$ cat config.mk
export PLATFORM = sky130hd
export DESIGN_NAME = reg_file_sb
export DESIGN_NICKNAME = d
export VERILOG_FILES = /design/src/rtl/lc3_pkg.sv /design/src/rtl/nzp_gen.sv /design/src/rtl/reg_file_sb.sv
export SDC_FILE = /design/constraint.sdc
export NUM_CORES = 1
export LEC_CHECK = 0
export CAP_MARGIN = 40
export CORE_MARGIN = 5
export CORE_UTILIZATION = 31
export CTS_CLUSTER_SIZE = 16
export DETAILED_ROUTE_END_ITERATION = 12
export SYNTH_ARGS = -nofsm -noshare
export SYNTH_HDL_FRONTEND = slang
export SYNTH_HIERARCHICAL = 1
export SYNTH_SLANG_ARGS = --single-unit
$ cat constraint.sdc
create_clock -name clk -period 2.1 [get_ports clk]
set_input_delay 0.21 -clock clk [delete_from_list [all_inputs] [get_ports clk]]
set_output_delay 0.21 -clock clk [all_outputs]
set_load 0.01 [all_outputs]
$ cat src/rtl/lc3_pkg.sv
// Shared LC-3 definitions: default datapath sizing and condition-code encodings.
package lc3_pkg;

    localparam int DEF_WIDTH = 16;
    localparam int DEF_NREGS = 8;

    localparam logic [2:0] CC_N = 3'b100;
    localparam logic [2:0] CC_Z = 3'b010;
    localparam logic [2:0] CC_P = 3'b001;

endpackage

$ cat src/rtl/nzp_gen.sv
// Combinational N/Z/P classifier of a signed data word; always one-hot.
module nzp_gen
    import lc3_pkg::*;
#(
    parameter int WIDTH = DEF_WIDTH
) (
    input  logic [WIDTH-1:0] data,
    output logic [2:0]       nzp
);

    always_comb begin
        if (data[WIDTH-1])
            nzp = CC_N;
        else if (data == '0)
            nzp = CC_Z;
        else
            nzp = CC_P;
    end

endmodule

$ cat src/rtl/reg_file_sb.sv
// Register file with two bypassed read ports, a per-register busy scoreboard
// for destination reservation, and NZP condition codes loaded on writeback.
module reg_file_sb
    import lc3_pkg::*;
#(
    parameter int WIDTH = DEF_WIDTH,
    parameter int NREGS = DEF_NREGS,
    localparam int AW   = $clog2(NREGS)
) (
    input  logic             clk,
    input  logic             rst_n,
    input  logic             wr_en,
    input  logic [AW-1:0]    wr_addr,
    input  logic [WIDTH-1:0] wr_data,
    input  logic             set_cc,
    input  logic [AW-1:0]    rd1_addr,
    input  logic [AW-1:0]    rd2_addr,
    output logic [WIDTH-1:0] rd1_data,
    output logic [WIDTH-1:0] rd2_data,
    output logic             busy1,
    output logic             busy2,
    input  logic             rsv_en,
    input  logic [AW-1:0]    rsv_addr,
    output logic             rsv_ok,
    output logic [2:0]       cc,
    output logic             any_busy
);

    logic [WIDTH-1:0] regs [NREGS];
    logic [NREGS-1:0] busy;
    logic [NREGS-1:0] busy_nxt;
    logic [2:0]       wr_nzp;
    logic             byp1;
    logic             byp2;

    nzp_gen #(.WIDTH(WIDTH)) u_nzp_gen (
        .data (wr_data),
        .nzp  (wr_nzp)
    );

    // Forwarding is suppressed during reset so reads return the cleared contents.
    assign byp1 = rst_n && wr_en && (wr_addr == rd1_addr);
    assign byp2 = rst_n && wr_en && (wr_addr == rd2_addr);

    assign rd1_data = byp1 ? wr_data : regs[rd1_addr];
    assign rd2_data = byp2 ? wr_data : regs[rd2_addr];
    assign busy1    = busy[rd1_addr] && !byp1;
    assign busy2    = busy[rd2_addr] && !byp2;
    assign any_busy = |busy;

    assign rsv_ok = rst_n && rsv_en &&
                    (!busy[rsv_addr] || (wr_en && (wr_addr == rsv_addr)));

    // Set after clear: a reservation landing on the same edge as the write wins.
    always_comb begin
        busy_nxt = busy;
        if (wr_en)
            busy_nxt[wr_addr] = 1'b0;
        if (rsv_ok)
            busy_nxt[rsv_addr] = 1'b1;
    end

    always_ff @(posedge clk or negedge rst_n) begin
        if (!rst_n) begin
            for (int i = 0; i < NREGS; i++)
                regs[i] <= '0;
            busy <= '0;
            cc   <= CC_Z;
        end else begin
            if (wr_en)
                regs[wr_addr] <= wr_data;
            if (wr_en && set_cc)
                cc <= wr_nzp;
            busy <= busy_nxt;
        end
    end

endmodule

After elaboration in Yosys (flattened, before gate mapping)
Index checks and enable logic that the tools add are counted. W data, S select, Z words.

Register bits after elaboration: 139. Latch bits: 0. Memory bits (writable): 0. Memory bits (read-only): 0. Input bits: 33. Output and inout port bits: 39. Logic and storage cells: 72. Memories kept: 0.

$add $sub $neg: 0. Multiply operators: 0. Div/mod/pow operators: 0. $lt $le $gt $ge: 10. Equal/unequal tests: 3. Shift-type cells: 0. Muxes and demuxes: 25. Bitwise operators: 6. Reduce and logical (&&, ||, !) cells: 18.

Operators with widths (count): $bwmux W128 (1); $mux W16 (7); $bmux W16 S3 (2); $demux W16 S3 (1); $logic_not A16 Y1 (1); $lt A3 B4 Y1 const B (4); $mux W8 (2); $ge A4 B4 Y1 const B (3); $logic_and A1 B1 Y1 (12); $not A3 Y4 (3); $bmux W1 S3 (3); $eq A3 B3 Y1 (3); $and A8 B8 Y8 (1); $not A8 Y8 (1); $or A8 B8 Y8 (1); $reduce_or A8 Y1 (1); $demux W1 S3 (2); $ge A3 B1 Y1 const B (2); $mux W1 (5); $lt A4 B1 Y1 const B (1); $logic_not A1 Y1 (3); $mux W3 (1); $mux W2 (1); $logic_or A1 B1 Y1 (1).

Logic depth before layout (Yosys ltp)
Gate-level depths: netlist of run 1.

Depth in word-level cells: 9. Gate-level depth with buffers: 6. Mapped depth without buffers: 4.

By module
The synthesis of run 1 kept the hierarchy.

By module, submodules not included: reg_file_sb (instances 1, cells an instance 571, area each 7946.4 um2, seq. area each 3479.6 um2); nzp_gen (instances 1, cells an instance 7, area each 50.0 um2, seq. area each 0.0 um2).

Worst setup path before layout of run 1
No wires, ideal clock.

Path kind: input-to-output. Start point: input rd1_addr[0]. End point: output rd1_data[10]. Arrival time: 1.502 ns. Data required time: 1.890 ns. Setup slack: 0.388 ns. Cell stages on the path: 5. Buffers on the path: 2. Cells stage by stage: buf_2 buf_2 mux4_2 mux2i_1 o21ai_0.

Longest elaborated chain between the ends: 5. Elaborated cells between the ends (all ways): 7. Classes of those cells: 1 x eq/ne; 4 x mux; 1 x bitwise; 1 x reduce/logical.

Ends and longest elaborated chain: start: declaration (line reg_file_sb.sv:16) `input logic [AW-1:0] rd1_addr,`; $not A3 Y4 (implied by the code) (line reg_file_sb.sv:45) `assign rd1_data = byp1 ? wr_data : regs[rd1_addr];`; $bmux W16 S3 (line reg_file_sb.sv:45); $mux W16 (implied by the code) (2 in a row) (line reg_file_sb.sv:45); $mux W16 (*) (line reg_file_sb.sv:45); end: declaration (line reg_file_sb.sv:18) `output logic [WIDTH-1:0] rd1_data,`.

Every way passes the cells marked *; elsewhere a longest branch is shown, timed or not. The select of a mux whose other input is x is not followed.

Final worst setup path of run 1
Start point: register busy[3]. End point: output rsv_ok.

Longest elaborated chain between the ends: 5.

Ends and longest elaborated chain: start: declaration (line reg_file_sb.sv:30) `logic [NREGS-1:0] busy;`; start signal: assignment (line reg_file_sb.sv:74) `busy <= busy_nxt;`; $bmux W1 S3 (line reg_file_sb.sv:52) `(!busy[rsv_addr] || (wr_en && (wr_addr == rsv_addr)));`; $mux W1 (implied by the code) (line reg_file_sb.sv:52); $logic_not A1 Y1 (line reg_file_sb.sv:52); $logic_or A1 B1 Y1 (line reg_file_sb.sv:52); $logic_and A1 B1 Y1 (line reg_file_sb.sv:51) `assign rsv_ok = rst_n && rsv_en &&`; end: declaration (line reg_file_sb.sv:24) `output logic rsv_ok,`.

No other way between the ends. The select of a mux whose other input is x is not followed.

==> results of run 1 <==
## routing by layer
layer / GRT usage, % / vias up / share of wire, %
li1: - / 2450 / -
met1: 21.71 / 2995 / 40
met2: 29.73 / 186 / 51
met3: 5.083 / 55 / 6.3
met4: 7.326 / 0 / 3.2
met5: 0 / - / 0
## power by group through the flow
stage / registers [W] / logic [W] / clock network (W)
after global routing: 0.00378 / 0.00285 / 0.00311
final: 0.00371 / 0.00264 / 0.00292
after floorplan: 0.00359 / 0.00163 / 0
after CTS: 0.00369 / 0.00266 / 0.00298
after detailed placement: 0.00373 / 0.00269 / 0
after global placement: 0.00365 / 0.00262 / 0
## synth_stat cells, drive strengths merged
master	instances
clkbuf	26
o31ai	1
and2	3
dfrtp	138
buf	34
inv	3
nor4	10
xor2	8
or4b	1
nand3	6
and4	1
nand4b	1
mux2	131
o21ai	37
nor2b	3
and2b	2
mux2i	36
o32a	1
clkinvlp	1
mux4	68
nand4	2
a2111oi	1
or3b	1
nor3b	2
a41oi	1
o221ai	2
a22oi	5
nand2	42
a211oi	1
and3	3
dfstp	1
nand2b	2
nor2	3
nor3	1
## cells by family after synthesis
family                    Yosys count
and+or+nand+nor                    83
xor gates and xnor gates            8
muxes                             235
AOI/OAI and AO/OA                  49
buffers and inverters              64
DFF                               139
## layout make-up
type                    count  area [um2]  share of cell area [%]
repair buffers            172        1734                   16.50
multi-input cells         375        4295                   40.86
well taps                 330       412.9                   3.928
flip-flops and latches    139        3480                   33.10
clock inverters             7       88.84                  0.8450
inverters                   4       16.27                  0.1547
clock buffers              25       485.5                   4.618
## through the flow
stage                     cell area [um2]  util [%]
after floorplan                      7996         -
after global placement               9647     38.09
after detailed placement             9674     38.20
after CTS                           10530     41.59
after global routing                10510     41.51
final                               10510     41.51
## sequential cells by signal (all words and copies together), names as in the netlist
signal  cells
busy        8
cc          3
regs      128
## cells in the final DEF, fill, tap and decap left out, types with 3 or more instances in the layout
master | synthesis | routed
sky130_fd_sc_hd__dfrtp_1 | 138 | 138
sky130_fd_sc_hd__mux2_2 | 116 | 116
sky130_fd_sc_hd__buf_4 | 8 | 73
sky130_fd_sc_hd__mux4_2 | 68 | 68
sky130_fd_sc_hd__nand2_1 | 42 | 41
sky130_fd_sc_hd__mux2i_1 | 36 | 31
sky130_fd_sc_hd__clkdlybuf4s50_1 | 0 | 21
sky130_fd_sc_hd__o21ai_0 | 32 | 18
sky130_fd_sc_hd__clkbuf_16 | 0 | 17
sky130_fd_sc_hd__o21ai_1 | 5 | 16
sky130_fd_sc_hd__buf_12 | 0 | 16
sky130_fd_sc_hd__mux2_1 | 15 | 15
sky130_fd_sc_hd__buf_2 | 23 | 14
sky130_fd_sc_hd__clkdlybuf4s15_1 | 0 | 12
sky130_fd_sc_hd__clkbuf_2 | 13 | 11
sky130_fd_sc_hd__buf_6 | 1 | 7
sky130_fd_sc_hd__nand3_1 | 5 | 5
sky130_fd_sc_hd__a22oi_1 | 5 | 5
sky130_fd_sc_hd__xor2_2 | 0 | 5
sky130_fd_sc_hd__nor4_1 | 6 | 5
sky130_fd_sc_hd__clkbuf_1 | 13 | 5
sky130_fd_sc_hd__bufbuf_16 | 0 | 5
sky130_fd_sc_hd__dlygate4sd2_1 | 0 | 5
sky130_fd_sc_hd__mux2i_2 | 0 | 4
sky130_fd_sc_hd__clkinv_2 | 0 | 4
sky130_fd_sc_hd__nor2_1 | 3 | 3
sky130_fd_sc_hd__xor2_1 | 8 | 3
sky130_fd_sc_hd__nor4_2 | 4 | 3
sky130_fd_sc_hd__and2_1 | 3 | 3
sky130_fd_sc_hd__nor2b_1 | 3 | 3
sky130_fd_sc_hd__inv_1 | 3 | 3
sky130_fd_sc_hd__o21ai_2 | 0 | 3
sky130_fd_sc_hd__clkbuf_8 | 0 | 3
sky130_fd_sc_hd__dlymetal6s2s_1 | 0 | 3
## worst max-delay path, cell delays in order (launching register included)
cell and delay [ns]:
sky130_fd_sc_hd__dfrtp_1 0.35, sky130_fd_sc_hd__mux2i_1 0.09, sky130_fd_sc_hd__o32a_1 0.34, sky130_fd_sc_hd__and3_1 0.15, sky130_fd_sc_hd__or4b_1 0.46, sky130_fd_sc_hd__buf_2 0.16
## final timing paths
kind / start / end / cells past startpoint
setup / recovery: busy[3]$_DFF_PN0_ / rsv_ok / 5
hold / removal: rst_n / regs[37]$_DFFE_PN0P_ / 2
setup reg to reg: busy[6]$_DFF_PN0_ / busy[2]$_DFF_PN0_ / 5
hold reg to reg: regs[107]$_DFFE_PN0P_ / regs[107]$_DFFE_PN0P_ / 1
max in group asynchronous: rst_n / regs[75]$_DFFE_PN0P_ / 4
min in group clk: rsv_addr[2] / busy[1]$_DFF_PN0_ / 3
## what timing repair did
| item | 4_1_cts | 5_1_grt |
|---|---|---|
| hold buffers | 1 | 0 |
| hold endpoints to repair | 7 | 0 |
| cloned | 6 | 0 |
| gates resized for setup | 120 | 53 |
| setup buffers | 7 | 3 |
| pin swaps | 6 | 4 |
| endpoints found under the setup margin | 36 | 30 |
==> metrics.txt, run 1 <==
# TYPE chip_impl_metric gauge
chip_impl_info{name="run_status",value="complete, but fails checks"} 1
chip_impl_info{name="failed_checks",value="negative hold slack, negative setup slack"} 1
chip_impl_metric{name="comb_power_share",unit="%"} 28.5
chip_impl_metric{name="p_clk_share",unit="%"} 31.5
chip_impl_metric{name="viasPerCell",unit=""} 5.405
chip_impl_metric{name="synth-compound-area-share",unit="%"} 3.614
chip_impl_metric{name="clkSlewWorstSetupHoldPaths",unit="ns"} 0.06
chip_impl_metric{name="power_switching",unit="W"} 0.002605
chip_impl_info{name="hp-class",value="in -> async"} 1
chip_impl_info{name="yosys-top-cells-area",value="sky130_fd_sc_hd__dfrtp_1 (43%), sky130_fd_sc_hd__mux4_2 (19%), sky130_fd_sc_hd__mux2_2 (16%)"} 1
chip_impl_metric{name="grt_max_degree",unit=""} 65
chip_impl_metric{name="fin_tns_setup",unit="ns"} -0.07566
chip_impl_metric{name="area.growth.synth_to_final",unit="%"} 31.47
chip_impl_metric{name="synth.yosys.warnings",unit=""} 6
chip_impl_metric{name="final_cells",unit=""} 1052
chip_impl_metric{name="wl_per_cell",unit="um"} 24.00
chip_impl_metric{name="holdWs",unit="ns"} -0.0007286
chip_impl_info{name="combinational_family_with_the_most_area_after_synthesis",value="multiplexers"} 1
chip_impl_metric{name="crit_arrival",unit="ns"} 1.97
chip_impl_metric{name="routed_wirelength",unit="mm"} 25.24
chip_impl_metric{name="total_power",unit="W"} 0.009277
chip_impl_metric{name="grt_use_total",unit="%"} 17.79
chip_impl_metric{name="die_width",unit="um"} 170.6
chip_impl_metric{name="pwr_density_cell",unit="mW/mm2"} 882.5
chip_impl_metric{name="global_route_wire_length_before_repair",unit="mm"} 38.78
chip_impl_metric{name="worstMarginPinSlew",unit="ns"} 0.7336
chip_impl_metric{name="detailroute.via_count",unit=""} 5686
chip_impl_metric{name="timing.clock.skew",unit="ns"} 0.002247
chip_impl_info{name="criticalPathCategory",value="reg -> out"} 1
chip_impl_metric{name="slew_violations",unit=""} 0
chip_impl_metric{name="cts-root-to-sink-buffers",unit=""} 2
chip_impl_metric{name="grt_antenna_before_repair",unit=""} 0
chip_impl_metric{name="slew_headroom",unit="%"} 51.09
chip_impl_metric{name="synth_sequential_area_ratio",unit="%"} 43.51
chip_impl_metric{name="fin_crit_sh",unit="%"} 103.6
chip_impl_metric{name="synth_largest_type_area_fraction",unit="%"} 43.19
chip_impl_metric{name="crit_path_max_fanout",unit=""} 4
chip_impl_metric{name="vdd_drop_max",unit="V"} 0.0004381
chip_impl_metric{name="number_of_synthesized_register_bits",unit=""} 139
chip_impl_metric{name="post_synth_and_or_nand_nor_area_fraction",unit="%"} 5.836
chip_impl_metric{name="initial_utilization",unit="%"} 31.57
chip_impl_metric{name="intPower",unit="W"} 0.006672
chip_impl_metric{name="switching_share",unit="%"} 28.08
chip_impl_metric{name="synthDistinctLibCells",unit=""} 46
chip_impl_metric{name="power.share.sequential",unit="%"} 40.0
chip_impl_metric{name="post-place-ws",unit="ns"} -0.6001
chip_impl_metric{name="drc",unit=""} 0
chip_impl_metric{name="core.rowCount",unit=""} 58
chip_impl_metric{name="p_leak",unit="nW"} 4.381
chip_impl_metric{name="xor_xnor_share_of_the_synthesized_area",unit="%"} 0.8762
chip_impl_metric{name="clk_latency",unit="ns"} 0.41
chip_impl_metric{name="port-buffer-count",unit=""} 71
chip_impl_metric{name="nets",unit=""} 742
chip_impl_metric{name="detailed_place_hpwl",unit="mm"} 15.82
chip_impl_metric{name="core_area",unit="mm2"} 0.02533
chip_impl_metric{name="via_count_of_the_first_global_routing_pass",unit=""} 6351
chip_impl_info{name="cts_tree",value="built"} 1
chip_impl_metric{name="tritoncts.num_buffers",unit=""} 17
chip_impl_metric{name="die_y",unit="um"} 170.6
chip_impl_metric{name="gp_congestion",unit=""} 0.8017
chip_impl_metric{name="post-place-cells",unit=""} 1005
chip_impl_metric{name="drive_above_1_share",unit="%"} 51.25
chip_impl_metric{name="antenna_left",unit=""} 0
chip_impl_metric{name="synth.net_count",unit=""} 611
chip_impl_info{name="setup_repair_after_global_routing_missed_its_margin",value="yes"} 1
chip_impl_metric{name="maxCapViolations",unit=""} 0
chip_impl_metric{name="remaining_global_route_overflow",unit=""} 0
chip_impl_metric{name="clock-sinks",unit=""} 139
chip_impl_metric{name="synthesis.instances",unit=""} 578
chip_impl_metric{name="cts_max_level",unit=""} 4
chip_impl_metric{name="nFillCells",unit=""} 2293
chip_impl_info{name="worst_setup_path_end_kind",value="output port"} 1
chip_impl_info{name="synth_top_area_cell",value="sky130_fd_sc_hd__dfrtp_1"} 1
chip_impl_metric{name="setup.reg_to_reg.worst_slack",unit="ns"} 0.41
chip_impl_metric{name="antenna_cells_inserted",unit=""} 0
chip_impl_info{name="root_buffer",value="sky130_fd_sc_hd__clkbuf_16"} 1
chip_impl_metric{name="timing.final.hold_violations",unit=""} 3
chip_impl_metric{name="drt-pass1-iter-count",unit=""} 5
chip_impl_metric{name="fin_ws",unit="ns"} -0.07566
chip_impl_metric{name="synthMuxAreaShare",unit="%"} 42.11
chip_impl_metric{name="dieArea",unit="mm2"} 0.02911
chip_impl_metric{name="max_freq",unit="MHz"} 459.6
chip_impl_metric{name="design.portCount",unit=""} 72
chip_impl_metric{name="fin_crit",unit="ns"} 2.176
chip_impl_metric{name="synthesis.area_per_instance",unit="um2"} 13.83
chip_impl_metric{name="netlist_area",unit="mm2"} 0.007996
chip_impl_info{name="setup.worst_path.start_class",value="flip-flop"} 1
chip_impl_metric{name="worst-endpoint-required",unit="ns"} 1.89
chip_impl_metric{name="synth_adder_area_share",unit="%"} 0
chip_impl_metric{name="detailedRoute.firstIterationViolations",unit=""} 285
chip_impl_metric{name="finalSetupViolCount",unit=""} 1
Power figures use the tool's default switching activity.
==> run 2: changes to the inputs <==
ABC_AREA = 1   (was default)
TNS_END_PERCENT = 10   (was default)
==> metrics.txt, run 2 <==
# TYPE chip_impl_metric gauge
chip_impl_metric{name="finalSetupViolCount",unit=""} 2
chip_impl_metric{name="netlist_area",unit="mm2"} 0.008152
chip_impl_metric{name="synth.yosys.warnings",unit=""} 6
chip_impl_info{name="biggestRegsByFlops",value="regs: 128 flops, busy: 8 flops, cc: 3 flops"} 1
chip_impl_info{name="setup_repair_after_global_routing_missed_its_margin",value="yes"} 1
chip_impl_metric{name="worst-endpoint-required",unit="ns"} 1.89
chip_impl_info{name="failed_checks",value="negative setup slack"} 1
chip_impl_metric{name="grt_max_degree",unit=""} 140
chip_impl_metric{name="max_freq",unit="MHz"} 467.4
chip_impl_metric{name="antenna_left",unit=""} 0
chip_impl_metric{name="nets",unit=""} 1263
chip_impl_metric{name="vdd_drop_max",unit="V"} 0.0005872
chip_impl_metric{name="postLayoutCellArea",unit="mm2"} 0.01036
chip_impl_metric{name="cts_max_level",unit=""} 4
chip_impl_metric{name="crit_arrival",unit="ns"} 1.93
chip_impl_metric{name="synthesis.area_per_instance",unit="um2"} 7.259
chip_impl_metric{name="ys_async_sr_fraction",unit="%"} 100.0
chip_impl_metric{name="viasPerCell",unit=""} 5.182
chip_impl_metric{name="tritoncts.num_buffers",unit=""} 17
chip_impl_metric{name="port-buffer-count",unit=""} 71
chip_impl_metric{name="routed_wirelength",unit="mm"} 27.95
chip_impl_info{name="yosysMostFrequentCell",value="sky130_fd_sc_hd__nand2_1"} 1
chip_impl_info{name="cts_tree",value="built"} 1
chip_impl_metric{name="grt_use_total",unit="%"} 18.65
chip_impl_info{name="yosys-top-cells-area",value="sky130_fd_sc_hd__dfrtp_1 (42%), sky130_fd_sc_hd__nand2_1 (13%), sky130_fd_sc_hd__o21ai_0 (12%)"} 1
chip_impl_metric{name="area.growth.synth_to_final",unit="%"} 27.05
chip_impl_metric{name="via_count_of_the_first_global_routing_pass",unit=""} 7504
chip_impl_metric{name="synth-edff-count",unit=""} 0
chip_impl_metric{name="drive_above_1_share",unit="%"} 14.48
chip_impl_metric{name="worstMarginPinSlew",unit="ns"} 0.8037
chip_impl_info{name="setup.worst_path.start_class",value="input port"} 1
chip_impl_metric{name="clkSlewWorstSetupHoldPaths",unit="ns"} 0.06
chip_impl_info{name="synth_common_cells",value="sky130_fd_sc_hd__nand2_1 (276), sky130_fd_sc_hd__o21ai_0 (199), sky130_fd_sc_hd__dfrtp_1 (138)"} 1
chip_impl_info{name="layout_commonest_cell",value="sky130_fd_sc_hd__nand2_1"} 1
chip_impl_metric{name="die_y",unit="um"} 172.2
chip_impl_metric{name="cts_setup_buffers",unit=""} 0
chip_impl_info{name="hold_path.startpoint",value="rst_n"} 1
chip_impl_metric{name="timing.final.hold_violations",unit=""} 0
chip_impl_metric{name="drt-pass1-iter-count",unit=""} 6
chip_impl_metric{name="grt_antenna_before_repair",unit=""} 0
chip_impl_metric{name="cpPeakStageDelay",unit="ns"} 0.47
chip_impl_metric{name="number_of_synthesized_register_bits",unit=""} 139
chip_impl_metric{name="timing.clock.skew",unit="ns"} 0.002871
chip_impl_info{name="regMostFlops",value="regs"} 1
chip_impl_metric{name="initial_utilization",unit="%"} 31.37
chip_impl_info{name="setup.worst_path.start",value="rd2_addr[2]"} 1
chip_impl_info{name="run_status",value="complete, but fails checks"} 1
chip_impl_metric{name="gp_congestion",unit=""} 0.9432
chip_impl_metric{name="clock-sinks",unit=""} 139
chip_impl_info{name="criticalPathCategory",value="in -> out"} 1
chip_impl_metric{name="synth.net_count",unit=""} 1156
chip_impl_metric{name="post-place-cells",unit=""} 1543
chip_impl_info{name="hp-class",value="in -> reg"} 1
chip_impl_metric{name="synth_sequential_area_ratio",unit="%"} 42.69
chip_impl_metric{name="slew_headroom",unit="%"} 46.42
chip_impl_metric{name="drc",unit=""} 0
chip_impl_metric{name="fin_crit",unit="ns"} 2.139
chip_impl_metric{name="maxCapViolations",unit=""} 0
chip_impl_metric{name="pwr_density_cell",unit="mW/mm2"} 815.9
chip_impl_metric{name="global_route_wire_length_before_repair",unit="mm"} 43.10
chip_impl_info{name="worst_setup_path_end_kind",value="output port"} 1
chip_impl_info{name="cpMaxStageDelayCell",value="sky130_fd_sc_hd__clkdlybuf4s50_1"} 1
chip_impl_metric{name="worst-path-buf-inv",unit=""} 4
chip_impl_info{name="crit_chain",value="clkdlybuf4s50_1 -> buf_6 -> nand2_1 -> a21oi_2 -> nand2_4 -> buf_12 -> nand3_1 -> o21ai_1 -> dlygate4sd2_1"} 1
chip_impl_metric{name="synth_largest_type_area_fraction",unit="%"} 42.36
chip_impl_info{name="root_buffer",value="sky130_fd_sc_hd__clkbuf_16"} 1
chip_impl_metric{name="largest_register_ffs",unit=""} 128
chip_impl_metric{name="detailed_place_hpwl",unit="mm"} 19.09
chip_impl_info{name="critical_path.top_delay_family",value="buffers and inverters"} 1
chip_impl_metric{name="antenna_cells_inserted",unit=""} 0
chip_impl_metric{name="core.rowCount",unit=""} 59
chip_impl_metric{name="p_leak",unit="nW"} 4.881
chip_impl_metric{name="die_width",unit="um"} 172.2
chip_impl_metric{name="detailedRoute.firstIterationViolations",unit=""} 989
chip_impl_metric{name="slew_violations",unit=""} 0
chip_impl_metric{name="synthesis.instances",unit=""} 1123
chip_impl_metric{name="detailroute.via_count",unit=""} 8177
chip_impl_metric{name="final_core_util",unit="%"} 39.85
chip_impl_metric{name="wl_per_cell",unit="um"} 17.71
chip_impl_metric{name="placed_cell_area",unit="mm2"} 0.009739
chip_impl_metric{name="fin_ws",unit="ns"} -0.03944
chip_impl_metric{name="cts-root-to-sink-buffers",unit=""} 2
chip_impl_metric{name="fin_crit_sh",unit="%"} 101.9
chip_impl_info{name="most-common-layout-cells",value="sky130_fd_sc_hd__nand2_1 (275), sky130_fd_sc_hd__o21ai_0 (199), sky130_fd_sc_hd__dfrtp_1 (138), sky130_fd_sc_hd__nand3_1 (95), sky130_fd_sc_hd__inv_1 (92)"} 1
chip_impl_metric{name="clk_latency",unit="ns"} 0.42
chip_impl_metric{name="post-place-ws",unit="ns"} -0.3492
chip_impl_metric{name="core_area",unit="mm2"} 0.02598
chip_impl_info{name="r2r-start",value="busy[5]$_DFF_PN0_"} 1
chip_impl_metric{name="crit_path_max_fanout",unit=""} 8
chip_impl_metric{name="design.portCount",unit=""} 72
chip_impl_metric{name="remaining_global_route_overflow",unit=""} 0
chip_impl_metric{name="dieArea",unit="mm2"} 0.02964
chip_impl_info{name="synth_flop_cell",value="sky130_fd_sc_hd__dfrtp_1"} 1
chip_impl_info{name="synth_top_area_cell",value="sky130_fd_sc_hd__dfrtp_1"} 1
chip_impl_metric{name="final_cells",unit=""} 1578
chip_impl_metric{name="synthDistinctLibCells",unit=""} 35
-- run 2: cell types whose count changed in the layout (fill, tap and decap cells not counted), sizes merged, moves of 60 or more --
cell / change
o21ai: +185
mux2: -128
mux4: -68
a21oi: +68
nand2: +237
nand3: +95
inv: +95
o211ai: +60
-- run 2: where the power goes --
| part | internal, W | total (W) | switching, W |
|---|---|---|---|
| registers | 0.00318 | 0.00352 | 0.000337 |
| clock network | 0.00166 | 0.00287 | 0.00121 |
| logic | 0.000850 | 0.00206 | 0.00121 |
-- run 2: final timing paths --
check / endpoint / slack (ns) / cells past startpoint
setup / recovery: rd2_data[4] / -0.04 / 9
hold / removal: busy[1]$_DFF_PN0_ / 0.31 / 5
setup reg to reg: busy[7]$_DFF_PN0_ / 0.75 / 10
hold reg to reg: regs[41]$_DFFE_PN0P_ / 0.48 / 2
max in group asynchronous: busy[4]$_DFF_PN0_ / 0.96 / 3
min in group asynchronous: cc[2]$_DFFE_PN0P_ / 0.50 / 3
-- run 2: metrics by stage --
| step | hold slack (ns) | total power (W) | TNS [ns] |
|---|---|---|---|
| 2_1_floorplan | -0.08559 | 0.004718 | 0 |
| 3_3_place_gp | 0.4103 | 0.005622 | -8.529 |
| 4_1_cts | 0.3038 | 0.008487 | -0.008517 |
| 3_5_place_dp | 0.4253 | 0.005664 | -8.497 |
| 5_1_grt | 0.3521 | 0.008934 | -0.4579 |
| 6_report | 0.3090 | 0.008450 | -0.04769 |
-- run 2: worst min-delay path, delay by kind of cell --
| family | cells | cell delay, ns |
|---|---|---|
| buf+inv | 2 | 0.23 |
| simple gates | 3 | 0.25 |
-- run 2: kinds of logic (layout without fill, tap and decap cells) --
logic type	count (synthesis)	count (layout)	synth area share, %
compound gates	357	357	24.10
xor+xnor	3	3	0.3224
buf+inv	183	303	10.07
flops	139	139	42.69
mux	3	3	0.4144
simple gates	438	438	22.41
-- run 2: area by class of cell --
class	count	area [um2]
clock buffers	19	442.9
clock inverters	13	121.4
fillers	2707	15630
inverters	98	374.1
multi-input cells	801	3911
flip-flops and latches	139	3480
well taps	335	419.2
repair buffers	173	1608
-- run 2: per-layer routing --
layer  share of wire (%)  wire length (um)  track usage [%]
met1                  44             12410            26.73
met4                 2.5               701            5.502
met3                 6.6              1857            2.446
met2                  46             12980            29.57
met5                   0                 0                0
-- run 2: what timing repair did --
action,in CTS,in global routing
endpoints found under the hold margin,49,0
pin swaps,0,4
hold buffers,1,0
gates resized for setup,50,37
gates cloned,0,2
setup endpoints to repair,35,26
